===== config.mk =====
export PLATFORM = sky130hd
export DESIGN_NAME = cross_bar_arbiter
export DESIGN_NICKNAME = d
export VERILOG_FILES = /design/src/rtl/cross_bar_arbiter.sv
export SDC_FILE = /design/constraint.sdc
export NUM_CORES = 1
export LEC_CHECK = 0
export CAP_MARGIN = 20
export CORE_AREA = 2 2 131 133
export CTS_CLUSTER_SIZE = 10
export DETAILED_ROUTE_END_ITERATION = 12
export DIE_AREA = 0 0 133 135
export PLACE_DENSITY = 0.69
export SLEW_MARGIN = 20
export SYNTH_ARGS = -nofsm -noshare
export SYNTH_HDL_FRONTEND = slang
export SYNTH_SLANG_ARGS = --single-unit

===== constraint.sdc =====
create_clock -name clk -period 2.6 [get_ports clk]
set_input_delay 0.26 -clock clk [delete_from_list [all_inputs] [get_ports clk]]
set_output_delay 0.26 -clock clk [all_outputs]
set_load 0.05 [all_outputs]

===== src/rtl/cross_bar_arbiter.sv =====
// Per-slave round-robin request arbiter for the crossbar: forwards one master's
// request to the slave and records accepted reads in the response-order FIFO.

package cross_bar_pkg;
   localparam int unsigned MASTER_N = 4;
   localparam int unsigned MASTER_W = $clog2(MASTER_N);
   localparam int unsigned SLAVE_N  = 4;
   typedef logic [MASTER_W-1:0] master_num_t;
endpackage

module cross_bar_arbiter
   import cross_bar_pkg::*;
#(
   parameter int unsigned MAX_OUTSTANDING = SLAVE_N - 1
) (
   input  logic                     clk,
   input  logic                     aresetn,
   input  logic [MASTER_N-1:0]      master_req,
   input  logic [MASTER_N*32-1:0]   master_addr,
   input  logic [MASTER_N-1:0]      master_cmd,
   input  logic [MASTER_N*32-1:0]   master_wdata,
   output logic [MASTER_N-1:0]      master_ack,
   output logic                     slave_req,
   output logic [31:0]              slave_addr,
   output logic                     slave_cmd,
   output logic [31:0]              slave_wdata,
   input  logic                     slave_ack,
   output logic                     fifo_wr,
   output logic [MASTER_W-1:0]      fifo_wdata,
   input  logic                     rsp_pop
);

   localparam int unsigned DATA_W = 32;
   localparam int unsigned CNT_W  = (MAX_OUTSTANDING > 0) ? $clog2(MAX_OUTSTANDING + 1) : 1;

   typedef enum logic {IDLE, BUSY} state_t;

   state_t             state_q, state_d;
   master_num_t        grant_q, grant_d;
   master_num_t        last_grant_q, last_grant_d;
   logic [CNT_W-1:0]   outstanding_q, outstanding_d;
   logic [DATA_W-1:0]  slave_addr_q, slave_addr_d;
   logic               slave_cmd_q, slave_cmd_d;
   logic [DATA_W-1:0]  slave_wdata_q, slave_wdata_d;

   logic [DATA_W-1:0]  addr_arr  [MASTER_N];
   logic [DATA_W-1:0]  wdata_arr [MASTER_N];
   logic               read_ok;
   logic [MASTER_N-1:0] eligible;
   logic               pick_valid;
   master_num_t        pick_idx;
   master_num_t        scan;
   logic               ack_ok;

   always_comb begin
      for (int unsigned i = 0; i < MASTER_N; i++) begin
         addr_arr[i]  = master_addr[i*DATA_W +: DATA_W];
         wdata_arr[i] = master_wdata[i*DATA_W +: DATA_W];
      end
   end

   // Reads are masked once the FIFO would be full; writes always compete.
   always_comb begin
      read_ok  = (outstanding_q < CNT_W'(MAX_OUTSTANDING));
      eligible = master_req & (master_cmd | {MASTER_N{read_ok}});
   end

   // First eligible master after last_grant, wrapping.
   always_comb begin
      pick_valid = 1'b0;
      pick_idx   = '0;
      scan       = '0;
      for (int unsigned k = 1; k <= MASTER_N; k++) begin
         scan = MASTER_W'((32'(last_grant_q) + k) % MASTER_N);
         if (!pick_valid && eligible[scan]) begin
            pick_valid = 1'b1;
            pick_idx   = scan;
         end
      end
   end

   always_comb begin
      state_d       = state_q;
      grant_d       = grant_q;
      last_grant_d  = last_grant_q;
      slave_addr_d  = slave_addr_q;
      slave_cmd_d   = slave_cmd_q;
      slave_wdata_d = slave_wdata_q;
      master_ack    = '0;
      fifo_wr       = 1'b0;
      fifo_wdata    = '0;
      // A transaction being reset away must not ack or push.
      ack_ok        = slave_ack & aresetn;

      case (state_q)
         IDLE: begin
            if (pick_valid) begin
               grant_d       = pick_idx;
               slave_addr_d  = addr_arr[pick_idx];
               slave_cmd_d   = master_cmd[pick_idx];
               slave_wdata_d = wdata_arr[pick_idx];
               state_d       = BUSY;
            end
         end
         BUSY: begin
            master_ack[grant_q] = ack_ok;
            if (ack_ok) begin
               last_grant_d = grant_q;
               state_d      = IDLE;
               if (!slave_cmd_q) begin
                  fifo_wr    = 1'b1;
                  fifo_wdata = grant_q;
               end
            end
         end
         default: state_d = IDLE;
      endcase
   end

   always_comb begin
      outstanding_d = outstanding_q;
      case ({fifo_wr, rsp_pop})
         2'b10:   outstanding_d = outstanding_q + CNT_W'(1);
         2'b01:   if (outstanding_q != '0) outstanding_d = outstanding_q - CNT_W'(1);
         default: outstanding_d = outstanding_q;
      endcase
   end

   always_ff @(posedge clk) begin
      if (!aresetn) begin
         state_q       <= IDLE;
         grant_q       <= '0;
         last_grant_q  <= MASTER_W'(MASTER_N - 1);
         outstanding_q <= '0;
         slave_addr_q  <= '0;
         slave_cmd_q   <= 1'b0;
         slave_wdata_q <= '0;
      end else begin
         state_q       <= state_d;
         grant_q       <= grant_d;
         last_grant_q  <= last_grant_d;
         outstanding_q <= outstanding_d;
         slave_addr_q  <= slave_addr_d;
         slave_cmd_q   <= slave_cmd_d;
         slave_wdata_q <= slave_wdata_d;
      end
   end

   assign slave_req   = (state_q == BUSY);
   assign slave_addr  = slave_addr_q;
   assign slave_cmd   = slave_cmd_q;
   assign slave_wdata = slave_wdata_q;

endmodule

==> impl_metrics.csv, run 1 <==
group,metric,value,unit
status,status,"complete, no violations",
placed_design,globalplace.congestion,0.880,
timing,fmax,0.449,GHz
setup_path,rrSetupSlack,0.37,ns
clock_network,root_buffer,"clkbuf_16",
setup_path,critPathBufInv,1,
drt,drt_pass1_iterations,4,
synthesis,syn_avg_cell_area,11.0,um^2
hold_path,whs_endpoint,"slave_addr[10]",
timing,fin_crit_sh,85.6,%
timing,clock_skew,0.00978,ns
final_layout,area_growth_syn_to_layout,85.6,%
drt,vias,4752,
clock_network,cts_buffers,9,
final_layout,num-nets-final,1030,
setup_path,r2r_end,"slave_addr[11]",
synthesis,yosysWarnings,0,
floorplanning,ios,341,
setup_path,cp_max_fo,57,
floorplanning,die_y,135,um
synthesis,synth_top_area_share,30.4,%
drt,via_per_inst,4.81,
final_layout,stdcell_count,988,
clock_network,clk_latency,0.34,ns
setup_path,crit_slowest_cell,"dfxtp_1",
timing,max-slew-margin-rel,61.7,%
hold_path,hold_class,"reg -> reg",
setup_path,start_kind,"flop",
final_layout,final-seq-area,1440,um^2
drt,wl_per_cell,17.3,um
setup_path,cp_cell_sequence,"and3b_1 -> a2bb2oi_1 -> o21ai_1 -> a21oi_4 -> buf_12 -> mux2i_1 -> o221ai_1",
job,maxCapViolations,0,
synthesis,synth_cells,429,
setup_path,cp_slowest_stage_delay,0.48,ns
clock_network,cts-resized-gates,0,
timing,final_max_slew_viol_count,0,
floorplanning,die_x,133,um
drt,postRouteAntennaNets,0,
setup_path,r2r_cells,7,
floorplanning,start_util,28.9,%
clock_network,post_cts_buffers,0,
synthesis,async_reset_ff_share,0,%
synthesis,synth-seq-cells,72,
clock_network,h-tree-depth,3,
synthesis,synth.top_cells.by_count,"mux2i_1, dfxtp_1, nand2_2, o221ai_2, nand2_1",
timing,setup_slack,0.374,ns
pwr,leakagePower,3.55,nW
pwr,p_per_area,554,nW/um^2
drt,routed_wirelength,17.1,mm
synthesis,synth_most_common_cell,"mux2i_1",
placed_design,detailed_place_hpwl,13.7,mm
global_route,antenna_found_initial,1,
timing,rsz0062_at_grt,"no",
global_route,grt_pass1_vias,5177,
drt,drc,0,
clock_network,clk_path_buf_depth,2,
final_layout,drive_gt1_share,19.3,%
hold_path,hold_depth,2,
floorplanning,row_count,47,
global_route,grt_pass1_wl,26.6,mm
global_route,grt-ovfl-total,0,
placed_design,io_buffers,340,
synthesis,synth_edf_count,0,
synthesis,ys_seq_area_share,30.4,%
floorplanning,dieArea,18000,um^2
synthesis,synth_area,4740,um^2
placed_design,dpl.cell_count,971,
hold_path,holdCritStartpoint,"slave_addr[10]",
synthesis,ys.flop_type,"dfxtp_1",
final_layout,multi_input_area,2940,um^2
pwr,ir_drop,0.337,mV
setup_path,crit_family,"compound AO/OA/AOI/OAI gates",
setup_path,critPathKind,"reg -> reg",
timing,hold_viol,0,
setup_path,r2r-start,"outstanding_q[1]",
placed_design,pre_cts_slack,0.0209,ns
synthesis,ys_types,39,
synthesis,yosysTopAreaCell,"dfxtp_1",
timing,holdWs,0.463,ns
final_layout,n_fill_cell,1399,
timing,finalSetupViolCount,0,
synthesis,synth.net_count,697,
clock_network,cts_hold_buf,0,
drt,drt_iter0_drc,118,
synthesis,synth.area.top_cells,"dfxtp_1, mux2i_1, o221ai_2",
global_route,grt_start_max_net_pins,58,
global_route,grtUsageTotal,18.7,%
timing,worstMarginPinSlew,0.572,ns
clock_network,clk_pin_slew,0.06,ns
clock_network,cts_tree,"done",
setup_path,worstPathArrival,2.44,ns
setup_path,cp-end-kind,"flop",
clock_network,cts.sinks,72,
timing,fin_tns_setup,0,ns
timing,layout_min_cycle_time,2.23,ns
floorplanning,core,16400,um^2
setup_path,required,2.81,ns
sequential cells by signal (all words and copies together) (netlist names):
register / count
slave_req: 1
slave_cmd: 1
slave_wdata: 32
grant_q: 2
slave_addr: 32
outstanding_q: 2
last_grant_q: 2
tightest hold or removal path, delay by kind of cell, from the launching register on:
family | cells | cell delay (ns)
simple gates | 1 | 0.05
compound gates | 1 | 0.06
flops | 1 | 0.32
how the worst max path moves through the flow:
stage          cells past startpoint              from  slack (ns)        endpoint
2_1_floorplan                      3         slave_req        0.12   fifo_wdata[0]
3_3_place_gp                       8     master_cmd[0]        0.04  slave_addr[11]
3_5_place_dp                       8     master_cmd[0]        0.02  slave_addr[11]
4_1_cts                            7  outstanding_q[1]        0.35  slave_addr[11]
5_1_grt                            7  outstanding_q[1]        0.24  slave_addr[11]
6_report                           7  outstanding_q[1]        0.37  slave_addr[11]
cells in the final DEF, fill, tap and decap left out, types with 4 or more instances in the layout:
cell,Yosys,routed
buf_12,6,17
buf_4,7,9
bufinv_16,0,4
clkbuf_16,0,9
clkdlybuf4s50_1,0,333
dfxtp_1,72,72
inv_1,5,5
mux2i_1,130,130
nand2_1,17,17
nand2_2,50,50
nor2_1,6,6
nor3_1,8,8
o21ai_1,4,4
o221ai_1,15,15
o221ai_2,50,50
layout make-up:
| type | count | share of cell area (%) |
|---|---|---|
| Multi-Input combinational cell | 315 | 33.5 |
| Timing Repair Buffer | 359 | 42.6 |
| Sequential cell | 72 | 16.4 |
| Inverter | 5 | 0.214 |
| Tap cell | 220 | 3.13 |
| Clock buffer | 10 | 2.72 |
| Antenna cell | 1 | 0.0285 |
| Clock inverter | 6 | 1.48 |
logic make-up (layout without fill, tap and decap cells):
| kind of cell | after synthesis | in the layout | share of synthesized area [%] |
|---|---|---|---|
| mux | 130 | 130 | 27.5 |
| simple gates | 97 | 97 | 12.0 |
| compound gates | 88 | 88 | 22.1 |
| flops | 72 | 72 | 30.4 |
| buf+inv | 42 | 380 | 7.98 |
| other cells | 0 | 1 | 0 |
metal layers:
metal | vias to the layer above | track usage, % | wire [um]
li1 | 2312 | - | -
met2 | 214 | 34.8 | 8870
met3 | 30 | 6.23 | 1450
met5 | - | 0 | 0
met4 | 0 | 7.23 | 408
met1 | 2196 | 19.4 | 6380
power breakdown:
part	switching, mW	internal (mW)
clock	0.482	1.06
combinational	1.04	0.955
sequential	0.0969	1.25
through the flow:
stage	utilization [%]	power [mW]	instance area [um^2]
after floorplan	-	2.52	4740
after global placement	51.3	3.34	8420
after detailed placement	51.3	3.37	8420
after CTS	53.6	4.94	8790
after global routing	53.6	5.08	8790
final	53.6	4.87	8790
(Power assumes the default switching activity.)
==> run 2, diff against run 1 <==
--- a/config.mk
+++ b/config.mk
@@ -6,10 +6,10 @@
 export NUM_CORES = 1
 export LEC_CHECK = 0
 export CAP_MARGIN = 20
-export CORE_AREA = 2 2 131 133
+export CORE_AREA = 3 3 132 134
 export CTS_CLUSTER_SIZE = 10
 export DETAILED_ROUTE_END_ITERATION = 12
-export DIE_AREA = 0 0 133 135
+export DIE_AREA = 0 0 135 137
 export PLACE_DENSITY = 0.69
 export SLEW_MARGIN = 20
 export SYNTH_ARGS = -nofsm -noshare
==> run 2 against run 1 <==
Critical path depth up 1; die area up 3.0%; clock power down 27%; global-route usage down 0.15 points; sequential cell count unchanged; routed wire length up 2.9%; clock skew down 0.0060 ns; first-iteration DRC count up 70%; cell count down 0.40%; largest cell class unchanged; cell area down 1.4%.
==> impl_metrics.csv, run 2 (synthesis results as in run 1) <==
group,metric,value,unit
drt,wl_per_cell,17.9,um
final_layout,area_growth_syn_to_layout,83.0,%
clock_network,cts_hold_buf,0,
timing,worstMarginPinSlew,0.566,ns
final_layout,mostFrequentLayoutCells,"clkdlybuf4s50_1, mux2i_1, dfxtp_1",
clock_network,clk_path_buf_depth,2,
final_layout,multi_input_area,2940,um^2
hold_path,hold_class,"reg -> reg",
timing,final_max_slew_viol_count,0,
setup_path,r2r-start,"outstanding_q[1]",
hold_path,hold_depth,2,
clock_network,clk_pin_slew,0.05,ns
clock_network,cts.sinks,72,
global_route,grt_start_max_net_pins,53,
timing,finalSetupViolCount,0,
job,maxCapViolations,0,
setup_path,cp_max_fo,52,
final_layout,utilization,52.8,%
placed_design,detailed_place_hpwl,14.0,mm
drt,drc,0,
final_layout,diodes,0,
global_route,antenna_found_initial,0,
setup_path,worstPathArrival,2.53,ns
clock_network,clk_latency,0.33,ns
final_layout,n_fill_cell,1419,
global_route,grtUsageTotal,18.5,%
final_layout,drive_gt1_share,18.8,%
pwr,leakagePower,3.50,nW
timing,max-slew-margin-rel,62.1,%
final_layout,num-nets-final,1030,
setup_path,rrSetupSlack,0.31,ns
setup_path,r2r_end,"slave_addr[2]",
setup_path,critPathKind,"in -> reg",
clock_network,cts_buffers,9,
drt,drt_iter0_drc,201,
clock_network,root_buffer,"clkbuf_16",
drt,postRouteAntennaNets,0,
drt,routed_wirelength,17.6,mm
clock_network,post_cts_buffers,0,
setup_path,cp-end-kind,"flop",
drt,vias,4789,
drt,via_per_inst,4.87,
floorplanning,die_y,137,um
timing,fmax,0.431,GHz
pwr,power,4.46,mW
global_route,grt-ovfl-total,0,
global_route,grt_pass1_wl,27.2,mm
timing,hold_viol,0,
pwr,p_per_area,514,nW/um^2
placed_design,io_buffers,340,
floorplanning,row_count,47,
pwr,ir_drop,0.285,mV
timing,fin_tns_setup,0,ns
global_route,grt_pass1_vias,5166,
setup_path,crit_start,"master_cmd[0]",
setup_path,cp_cell_sequence,"clkdlybuf4s50_1 -> and3b_1 -> o211ai_2 -> o21ai_1 -> a21oi_4 -> buf_12 -> mux2i_1 -> o221ai_2",
timing,layout_min_cycle_time,2.32,ns
setup_path,endpoint,"slave_addr[2]",
status,status,"complete, no violations",
setup_path,crit_slowest_cell,"clkdlybuf4s50_1",
floorplanning,die_x,135,um
clock_network,h-tree-depth,3,
floorplanning,start_util,28.9,%
setup_path,start_kind,"input pin",
setup_path,cp_slowest_stage_delay,0.55,ns
setup_path,required,2.81,ns
timing,rsz0062_at_grt,"no",
setup_path,r2r_cells,7,
floorplanning,core,16400,um^2
final_layout,final-seq-area,1440,um^2
clock_network,cts_tree,"done",
drt,drt_pass1_iterations,4,
final_layout,layout_commonest_cell,"clkdlybuf4s50_1",
timing,clock_skew,0.00374,ns
floorplanning,ios,341,
floorplanning,dieArea,18500,um^2
clock_network,cts-resized-gates,0,
timing,fin_crit_sh,89.3,%
placed_design,globalplace.congestion,0.814,
==> run 2: cell types whose count changed in the layout (fill, tap and decap cells not counted), sizes merged <==
| cell | previous run | this run |
|---|---|---|
| bufinv | 4 | 0 |
| clkbuf | 10 | 12 |
| clkinv | 2 | 1 |
| diode | 1 | 0 |
==> run 2: worst min path at each step <==
| stage | start | slack (ns) | end |
|---|---|---|---|
| floorplan | slave_ack | 0.45 | slave_req |
| global placement | slave_addr[16] | 0.45 | slave_addr[16] |
| detailed placement | slave_addr[17] | 0.45 | slave_addr[17] |
| CTS | slave_addr[17] | 0.46 | slave_addr[17] |
| global route | slave_wdata[30] | 0.48 | slave_wdata[30] |
| finish | slave_addr[17] | 0.46 | slave_addr[17] |
==> run 2: layout make-up <==
type	count	area share, %
Clock buffer	12	2.96
Clock inverter	1	0.0577
Inverter	5	0.217
Multi-Input combinational cell	315	33.9
Sequential cell	72	16.6
Tap cell	220	3.18
Timing Repair Buffer	359	43.0
==> run 2: through the flow <==
stage                     hold WS, ns  setup slack, ns  area [um^2]  std cells
after floorplan                 0.446            0.116         4740        429
after global placement          0.446           0.0635         8410        971
after detailed placement        0.446          -0.0315         8410        971
after CTS                       0.461            0.289         8670        984
after global routing            0.482            0.143         8670        984
final                           0.457            0.277         8670        984
==> run 2: report_power, final <==
| part | total, mW | internal [mW] | switching (mW) |
|---|---|---|---|
| combinational | 1.99 | 0.949 | 1.04 |
| sequential | 1.34 | 1.25 | 0.0977 |
| clock | 1.13 | 0.680 | 0.450 |
==> run 2: metal layers <==
| layer | vias up | track usage (%) | share of wire [%] |
|---|---|---|---|
| li1 | 2311 | - | - |
| met4 | 0 | 6.55 | 2.0 |
| met1 | 2226 | 20.1 | 37 |
| met2 | 226 | 33.9 | 52 |
| met3 | 26 | 5.88 | 9.1 |
| met5 | - | 0 | 0 |
==> run 2: worst max-delay path: cells and delay by family <==
kind | cells | cell delay (ns)
compound gates | 4 | 0.72
buf+inv | 2 | 0.87
simple gates | 1 | 0.24
mux | 1 | 0.35
==> run 3, diff against run 2 <==
--- a/config.mk
+++ b/config.mk
@@ -6,12 +6,15 @@
 export NUM_CORES = 1
 export LEC_CHECK = 0
 export CAP_MARGIN = 20
-export CORE_AREA = 3 3 132 134
+export CELL_PAD_IN_SITES_DETAIL_PLACEMENT = 0
+export CELL_PAD_IN_SITES_GLOBAL_PLACEMENT = 1
+export CORE_MARGIN = 3
+export CORE_UTILIZATION = 25
 export CTS_CLUSTER_SIZE = 10
 export DETAILED_ROUTE_END_ITERATION = 12
-export DIE_AREA = 0 0 135 137
-export PLACE_DENSITY = 0.69
+export PLACE_DENSITY_LB_ADDON = 0.1
 export SLEW_MARGIN = 20
 export SYNTH_ARGS = -nofsm -noshare
 export SYNTH_HDL_FRONTEND = slang
 export SYNTH_SLANG_ARGS = --single-unit
+export TNS_END_PERCENT = 30
==> run 3 against run 2 <==
Cell count is 1.7% higher; sequential cell count is the same; sequential power is essentially flat; die area increased by 12%; setup slack better by 0.11 ns; power rose by 4.4%; non-clock buffer count is 4 higher; core utilization is 4.7 points lower.
==> impl_metrics.csv, run 3 (synthesis results as in run 1) <==
group,metric,value,unit
final_layout,layout_commonest_cell,"clkdlybuf4s50_1",
drt,via_per_inst,4.74,
clock_network,cts_tree,"done",
clock_network,root_buffer,"clkbuf_16",
global_route,grt_pass1_wl,27.4,mm
timing,hold_viol,0,
timing,fmax,0.451,GHz
setup_path,r2r_end,"slave_wdata[29]",
drt,wl_met2,10.1,mm
drt,wl_per_cell,18.6,um
setup_path,cp_cell_sequence,"clkdlybuf4s50_1 -> and3b_1 -> o211ai_2 -> o21ai_1 -> a21oi_4 -> buf_12 -> buf_12 -> mux2i_1 -> o221ai_2",
timing,finalSetupViolCount,0,
status,status,"complete, no violations",
setup_path,r2r_cells,8,
job,maxCapViolations,0,
floorplanning,core,18300,um^2
setup_path,cp.depth,9,
drt,drt_iter0_drc,153,
setup_path,start_kind,"input pin",
drt,drc,0,
hold_path,holdCritStartpoint,"slave_addr[17]",
floorplanning,die_x,144,um
drt,wl_met1,6.77,mm
final_layout,multi_input_area,2940,um^2
global_route,antenna_found_initial,1,
drt,routed.top_layer,"met4",
timing,max-slew-margin-rel,59.3,%
placed_design,detailed_place_hpwl,14.9,mm
floorplanning,dieArea,20600,um^2
setup_path,required,2.82,ns
global_route,grt_pass1_vias,4956,
floorplanning,row_count,49,
clock_network,h-tree-depth,3,
timing,worstMarginPinSlew,0.609,ns
global_route,grt-ovfl-total,0,
timing,fin_crit_sh,85.3,%
setup_path,crit_family,"buffers and inverters",
setup_path,rrSetupSlack,0.40,ns
hold_path,hold_depth,2,
setup_path,worstPathArrival,2.43,ns
floorplanning,ios,341,
setup_path,crit_slowest_cell,"clkdlybuf4s50_1",
pwr,leakagePower,3.55,nW
drt,postRouteAntennaNets,0,
floorplanning,die_y,144,um
drt,routed_wirelength,18.6,mm
global_route,grt_start_max_net_pins,34,
pwr,power,4.65,mW
drt,wl_met3,1.47,mm
floorplanning,start_util,25.9,%
setup_path,cp_max_fo,22,
clock_network,clk_path_buf_depth,2,
clock_network,clk_pin_slew,0.06,ns
clock_network,cts-resized-gates,0,
final_layout,mostFrequentLayoutCells,"clkdlybuf4s50_1, mux2i_1, dfxtp_1",
hold_path,hold_class,"reg -> reg",
timing,rsz0062_at_grt,"no",
pwr,p_per_area,529,nW/um^2
drt,drt_pass1_iterations,4,
setup_path,cp-end-kind,"flop",
setup_path,r2r-start,"outstanding_q[1]",
setup_path,cp_slowest_stage_delay,0.51,ns
setup_path,crit_path_frequent_cell,"buf_12",
hold_path,whs_endpoint,"slave_addr[17]",
final_layout,utilization,48.1,%
drt,vias,4744,
setup_path,critPathKind,"in -> reg",
global_route,grtUsageTotal,17.2,%
timing,clock_skew,0.00667,ns
final_layout,final-seq-area,1440,um^2
setup_path,critPathBufInv,3,
clock_network,cts_buffers,9,
timing,final_max_slew_viol_count,0,
timing,fin_tns_setup,0,ns
clock_network,post_cts_buffers,0,
placed_design,io_buffers,340,
placed_design,globalplace.congestion,0.811,
clock_network,clk_latency,0.34,ns
timing,layout_min_cycle_time,2.22,ns
final_layout,drive_gt1_share,19.7,%
final_layout,num-nets-final,1034,
final_layout,area_growth_syn_to_layout,85.7,%
clock_network,cts.sinks,72,
pwr,ir_drop,0.342,mV
clock_network,cts_hold_buf,0,
final_layout,n_fill_cell,1697,
run 3: per-stage QoR:
| step | hold WS [ns] | setup slack [ns] | cell area [um^2] | std cells |
|---|---|---|---|---|
| after global routing | 0.483 | 0.251 | 8790 | 1001 |
| after detailed placement | 0.450 | 0.0502 | 8480 | 984 |
| final | 0.461 | 0.383 | 8790 | 1001 |
| after floorplan | 0.446 | 0.116 | 4740 | 429 |
| after global placement | 0.445 | 0.0881 | 8480 | 984 |
| after CTS | 0.463 | 0.401 | 8790 | 1000 |
run 3: worst min-delay path: stages (launching register included):
cell      delay (ns)
dfxtp_1         0.32
nand2_1         0.05
o221ai_1        0.05
run 3: where the power goes:
group	internal (mW)	total [mW]	switching, mW
clock network	0.792	1.30	0.505
logic	0.970	2.01	1.04
registers	1.24	1.34	0.0969
total	3.01	4.65	1.65
run 3: worst max path at each step:
stage,startpoint,endpoint,slack [ns]
after global routing,outstanding_q[0],slave_wdata[29],0.25
final,master_cmd[0],slave_wdata[29],0.38
after global placement,master_cmd[0],slave_wdata[29],0.09
after detailed placement,master_cmd[0],slave_wdata[29],0.05
after floorplan,slave_req,fifo_wdata[0],0.12
after CTS,outstanding_q[0],slave_wdata[29],0.40
run 3: area by class of cell:
type	instances	share of cell area (%)
timing repair buffer	363	43.2
multi-input combinational	315	33.4
sequential	72	16.4
tap	229	3.26
clock buffer	11	2.87
clock inverter	5	0.626
inverter	5	0.213
antenna	1	0.0285
run 3: metal layers:
metal	vias up	GRT usage [%]
li1	2326	-
met1	2218	18.4
met2	182	32.5
met3	18	4.86
met4	0	5.35
met5	-	0
